`config.mk`:
```
export PLATFORM = sky130hd
export DESIGN_NAME = centering_sequencer
export DESIGN_NICKNAME = d
export VERILOG_FILES = /design/src/rtl/centering_sequencer.sv
export SDC_FILE = /design/constraint.sdc
export NUM_CORES = 1
export LEC_CHECK = 0
export BUFFER_PORTS_ARGS = -buffer_cell sky130_fd_sc_hd__buf_4
export CORE_UTILIZATION = 31
export CTS_CLUSTER_DIAMETER = 100
export DETAILED_ROUTE_END_ITERATION = 10
export PLACE_DENSITY = 0.52
export SYNTH_ARGS = -nofsm -noshare
export SYNTH_HDL_FRONTEND = slang
export SYNTH_SLANG_ARGS = --single-unit
```
`constraint.sdc`:
```
create_clock -name CLK_cen -period 1.9 [get_ports CLK_cen]
set_input_delay 0.19 -clock CLK_cen [delete_from_list [all_inputs] [get_ports CLK_cen]]
set_output_delay 0.19 -clock CLK_cen [all_outputs]
set_load 0.01 [all_outputs]
```
`src/rtl/centering_sequencer.sv`:
```
`default_nettype none
// ============================================================================
// Module   : centering_sequencer
// Brief    : Per-channel clear/sum/divide/wait/subtract sequencer that drives
//            the mean-removal datapath of the whitening stage.
// Revision : 1.0 - initial release
// ============================================================================
module centering_sequencer #(
    parameter int N_SAMPLES = 128,
    parameter int N_CH      = 4,
    parameter int DIV_LAT   = 1,
    parameter int CNT_W     = $clog2(N_SAMPLES),
    parameter int CH_W      = (N_CH > 1) ? $clog2(N_CH) : 1
) (
    input  logic             CLK_cen,
    input  logic             RST_cen,
    input  logic             GO_cen,
    input  logic             HOLD_cen,
    output logic             CEN_Busy,
    output logic             CEN_Done,
    output logic             Clr_ACC,
    output logic             En_SUM,
    output logic             En_DIV,
    output logic             En_SUB,
    output logic [CH_W-1:0]  CH_sel,
    output logic [CNT_W-1:0] ADDR
);

    localparam logic [2:0] S_IDLE = 3'd0;
    localparam logic [2:0] S_CLR  = 3'd1;
    localparam logic [2:0] S_SUM  = 3'd2;
    localparam logic [2:0] S_DIV  = 3'd3;
    localparam logic [2:0] S_WAIT = 3'd4;
    localparam logic [2:0] S_SUB  = 3'd5;
    localparam logic [2:0] S_DONE = 3'd6;

    localparam int              WAIT_W    = (DIV_LAT > 1) ? $clog2(DIV_LAT) : 1;
    localparam logic [WAIT_W-1:0] WAIT_LAST = WAIT_W'((DIV_LAT > 0) ? DIV_LAT - 1 : 0);
    localparam logic [CNT_W-1:0]  ADDR_LAST = CNT_W'(N_SAMPLES - 1);
    localparam logic [CH_W-1:0]   CH_LAST   = CH_W'(N_CH - 1);

    logic [2:0]        state;
    logic [2:0]        state_next;
    logic [WAIT_W-1:0] wait_cnt;
    logic              busy_next;
    logic              clr_next;
    logic              div_next;
    logic              done_next;
    logic              sample_step;
    logic              last_addr;
    logic              last_ch;

    // A sample step is one non-held cycle in either streaming state.
    assign sample_step = ((state == S_SUM) || (state == S_SUB)) && !HOLD_cen;
    assign last_addr   = (ADDR == ADDR_LAST);
    assign last_ch     = (CH_sel == CH_LAST);

    always_ff @(posedge CLK_cen or posedge RST_cen) begin
        if (RST_cen) begin
            state    <= S_IDLE;
            CEN_Busy <= 1'b0;
            Clr_ACC  <= 1'b0;
            En_DIV   <= 1'b0;
            CEN_Done <= 1'b0;
        end else begin
            state    <= state_next;
            CEN_Busy <= busy_next;
            Clr_ACC  <= clr_next;
            En_DIV   <= div_next;
            CEN_Done <= done_next;
        end
    end

    always_comb begin
        state_next = state;
        case (state)
            S_IDLE: if (GO_cen) state_next = S_CLR;
            S_CLR:  state_next = S_SUM;
            S_SUM:  if (sample_step && last_addr) state_next = S_DIV;
            S_DIV:  state_next = (DIV_LAT == 0) ? S_SUB : S_WAIT;
            S_WAIT: if (wait_cnt == WAIT_LAST) state_next = S_SUB;
            S_SUB:  if (sample_step && last_addr) state_next = last_ch ? S_DONE : S_CLR;
            S_DONE: state_next = S_IDLE;
            default: state_next = S_IDLE;
        endcase
    end

    // Registered outputs are decoded from the upcoming state so they line up
    // with the state they describe.
    always_comb begin
        busy_next = (state_next == S_CLR) || (state_next == S_SUM) ||
                    (state_next == S_DIV) || (state_next == S_WAIT) ||
                    (state_next == S_SUB);
        clr_next  = (state_next == S_CLR);
        div_next  = (state_next == S_DIV);
        done_next = (state_next == S_DONE);
        En_SUM    = (state == S_SUM) && !HOLD_cen;
        En_SUB    = (state == S_SUB) && !HOLD_cen;
    end

    always_ff @(posedge CLK_cen or posedge RST_cen) begin
        if (RST_cen) begin
            ADDR     <= '0;
            CH_sel   <= '0;
            wait_cnt <= '0;
        end else begin
            if (sample_step) begin
                ADDR <= last_addr ? '0 : ADDR + CNT_W'(1);
            end
            if ((state == S_SUB) && sample_step && last_addr) begin
                CH_sel <= last_ch ? '0 : CH_sel + CH_W'(1);
            end
            if (state == S_WAIT) begin
                wait_cnt <= wait_cnt + WAIT_W'(1);
            end else begin
                wait_cnt <= '0;
            end
        end
    end

endmodule
`default_nettype wire

```
# Word level (Yosys, flattened, before mapping)
# Cells that the tools add are included.
[totals]
register_bits = 17
latch_bits = 0
mem_bits_rw = 0
mem_bits_ro = 0
out_inout_bits = 15
memories = 0
[op_classes]
n_addsub = 3
multipliers = 0
div_mod_pow = 0
magnitude_cmp = 0
eq_ne = 13
shifts = 0
muxes = 9
bitwise_logic = 0
reduce_logical = 13
[ops]
columns = ["operator", "n"]
rows = [
  ["3-bit one-hot mux with 6 select lines", 1],
  ["3-bit equality test (second input constant)", 5],
  ["3-bit 2-to-1 mux", 5],
  ["3-bit by 2-bit equality test with 1-bit output (second input constant)", 4],
  ["7-bit by 1-bit adder with 7-bit output (second input constant)", 1],
  ["7-bit equality test (second input constant)", 1],
  ["7-bit 2-to-1 mux", 1],
  ["3-bit by 1-bit equality test with 1-bit output (second input constant)", 2],
  ["1-bit logical AND", 6],
  ["1-bit logical OR", 5],
  ["3-bit logical NOT", 1],
  ["2-bit by 1-bit adder with 2-bit output (second input constant)", 1],
  ["2-bit equality test (second input constant)", 1],
  ["2-bit 2-to-1 mux", 1],
  ["1-bit adder (second input constant)", 1],
  ["1-bit logical NOT", 1],
  ["1-bit 2-to-1 mux", 1],
]

# Depth between registers and ports, before layout
[depth]
word_depth = 11
ltp_mapped = 5
mapped_depth_nobuf = 4

# Worst setup path after synthesis
# No wires, ideal clock.
[synth_timing]
kind = "reg2reg"
from = "reg ADDR[0]"
to = "reg CH_sel[0]"
t_arrival_ns = 1.426
required_ns = 1.775
slack_ns = 0.349
path_stages_with_launch = 5
path_buffers = 0
path_cell_list = "dfrtp_1 -> ha_1 -> and2_1 -> and3_1 -> mux2_2"
[synth_via]
elab_chain_cells = 2
[synth_lines]
columns = ["element", "line_no", "source"]
rows = [
  ["from (decl)", "26", "output logic [CNT_W-1:0] ADDR"],
  ["from (signal assigned)", "108", "ADDR <= last_addr ? '0 : ADDR + CNT_W'(1);"],
  ["7-bit equality test", "55", "assign last_addr = (ADDR == ADDR_LAST);"],
  ["1-bit logical AND", "110", "if ((state == S_SUB) && sample_step && last_addr) begin"],
  ["to (signal assigned)", "111", "CH_sel <= last_ch ? '0 : CH_sel + CH_W'(1);"],
  ["to (decl)", "25", "output logic [CH_W-1:0] CH_sel,"],
]
# Every way passes these cells.
# A chain may end at the register's enable or synchronous reset.

# Final worst setup path
[layout_timing]
from = "reg ADDR[0]"
to = "reg CH_sel[1]"
# Same word-level chain as after synthesis.

==> results.cfg <==
[synth]
synth_cell_type_count = 35
syn_inst = 82
synth_fp_nets = 88
ys_ff_latch = 17
synthTopCellsByArea = dfrtp_1, o21ai_0, o2111ai_1, xnor2_1, ha_1
synth_area_sq_um = 899.6
yosysWarnings = 0
synth_edf_count = 0
yosys.area_share.adder = 0.02782
synth_xor_area_frac = 0.02921
avgSynthCellArea_sq_um = 10.97
synth-compound-area-share = 0.1725
synthArstFlopShare = 1.000
synth_top_family_by_area = simple AND/OR/NAND/NOR gates
synth_top_area_frac = 0.4729
seq_area_frac_synth = 0.4729
synth_common_cells = dfrtp_1, o21ai_0, nand2b_1
synth_top_area_cell = dfrtp_1
muxShareOfSynthArea = 0.05007
yosys.area_share.simple = 0.2072
synth_top_flop_cell = dfrtp_1
yosysMostFrequentCell = dfrtp_1

[finish]
drive_gt1_frac = 0.2816
register_area_sq_um = 425.4
diodes = 0
fillers = 279
multiInputGateArea_sq_um = 437.9
area_delta_synth_final_pct = 22.39
fin_nets = 110

[route]
vias = 738
wirelength_mm = 1.948
dr.pass1.iters = 4
wl_per_cell_um = 14.54
ant_nets = 0
drt_iter0_drc = 13
drc = 0
via_per_inst = 5.507

[setup_path]
worstPathRequired_ns = 2.09
crit_type = reg -> reg
worstPathMaxFanout = 7
start_kind = register
worstPathArrival_ns = 1.92
end_kind = register

[placement]
gp_congestion = 0.8510
port_buffers = 18
dp_hpwl_mm = 1.396

[power_and_ir_drop]
p_leak_uw = 0.0005126
p_per_area_mw_per_mm2 = 1218
peakVddDrop_mv = 0.5843
total_power_uw = 1342

[floorplan]
rows = 19
die-area_sq_mm = 0.003121
ios = 19
fp.dieW_um = 55.87
core_sq_mm = 0.002758
initial_core_util = 0.3262
die_h_um = 55.87

[sta]
fin_skew_ns = 0.005501
final-hold-violation-count = 0
finalSetupViolCount = 0
min_period_over_period = 0.9128
max_freq_mhz = 576.6
final_max_slew_viol_count = 0
tightestPinTransition_ns = 0.6677
rsz0062_at_grt = no
slew_headroom = 0.5544
fin_setup_tns_ns = 0
layout_min_cycle_time_ns = 1.734

[cts]
cts_buffers = 3
clk_pin_slew_ns = 0.11
cts_setup_buffers = 0
clockRootBuffer = clkbuf_4
clkLatencyLatePin_ns = 0.30
clk_path_buf_depth = 2
hold_buffers = 1
post_cts_resized = 0
cts_num_sinks = 17
tritoncts = yes
cts_max_level = 1

[global_route]
grt_max_degree = 18
grt_pass1_vias = 708
grt_usage = 0.1336
antenna_found_initial = 0
overflow = 0
grt_pass1_wl_mm = 3.256

[hold_path]
min_path_type = in -> reg

[outcome]
outcome = finished clean

[run]
drv_cap = 0
[metrics by stage]
step | instance area, sq um | hold WS (ns) | std cells | worst slack [ns] | util
after global placement | 1064 | 0.3247 | 129 | 0.2797 | 0.3857
after floorplan | 899.6 | 0.1161 | 82 | 0.3494 | -
after detailed placement | 1064 | 0.3349 | 129 | 0.2048 | 0.3857
after CTS | 1101 | 0.09961 | 134 | 0.1876 | 0.3993
after global routing | 1101 | 0.1154 | 134 | 0.07983 | 0.3993
final | 1101 | 0.1123 | 134 | 0.1656 | 0.3993
[cells in the final DEF (no fill, tap or decap), types with 2 or more instances in the layout]
| master | n |
|---|---|
| o2111ai_1 | 3 |
| buf_4 | 20 |
| nor2_1 | 3 |
| nor4_1 | 2 |
| mux2_2 | 2 |
| ha_1 | 2 |
| nor2b_1 | 3 |
| a22o_1 | 2 |
| xnor2_1 | 3 |
| nand2_1 | 3 |
| mux2_1 | 2 |
| clkbuf_4 | 3 |
| nand2b_1 | 4 |
| o21ai_0 | 6 |
| dfrtp_1 | 17 |
| and3_1 | 3 |
| and2_1 | 2 |
| a21oi_1 | 2 |
| inv_1 | 3 |
| nor3_1 | 2 |
[worst max-delay path: stages (launching register included)]
cell     delay (ns)
dfrtp_1        0.47
ha_1           0.30
and2_1         0.25
and3_1         0.26
mux2_2         0.35
[cell type report]
| class | instances | area share |
|---|---|---|
| timing repair buffer | 21 | 0.1455 |
| tap | 31 | 0.03523 |
| clock buffer | 3 | 0.02045 |
| sequential | 17 | 0.3864 |
| inverter | 3 | 0.01023 |
| multi-input combinational | 58 | 0.3977 |
| clock inverter | 1 | 0.004545 |
[per-layer routing]
layer	vias up	track usage	share of wire
met2	24	0.2117	0.45
met4	0	0.03136	0.016
li1	348	-	-
met5	-	0	0
met3	4	0.04651	0.058
met1	362	0.1766	0.47
[path summary, 6_finish.rpt]
kind | start | end | slack, ns | cells past startpoint
setup / recovery | ADDR[0]$_DFFE_PP0P_ | CH_sel[1]$_DFFE_PP0P_ | 0.17 | 4
hold / removal | HOLD_cen | En_DIV$_DFF_PP0_ | 0.11 | 2
setup reg to reg | ADDR[0]$_DFFE_PP0P_ | CH_sel[1]$_DFFE_PP0P_ | 0.17 | 4
min in group asynchronous | RST_cen | ADDR[3]$_DFFE_PP0P_ | 0.54 | 3
max in group asynchronous | RST_cen | CH_sel[1]$_DFFE_PP0P_ | 0.93 | 3
hold reg to reg | ADDR[4]$_DFFE_PP0P_ | ADDR[4]$_DFFE_PP0P_ | 0.54 | 1
[kinds of logic (layout without fill, tap and decap cells)]
kind of cell / count (synthesis) / count (layout)
buffers and inverters: 7 / 28
flip-flops: 17 / 17
multiplexers: 4 / 4
AND/OR/NAND/NOR: 28 / 28
AO/OA/AOI/OAI: 21 / 21
XOR/XNOR: 3 / 3
adder cells (fa/ha/maj): 2 / 2
[where the power goes]
part	internal, uW	switching (uW)
clock network	78.4	124
logic	286	244
registers	466	144
total	830	511
[registers in the layout, indices dropped and copies added (netlist names)]
signal and count:
ADDR 7, CEN_Busy 1, CEN_Done 1, CH_sel 2
Clr_ACC 1, En_DIV 1, state 3, wait_cnt 1
Note: power is estimated with default switching activity, not from simulation.
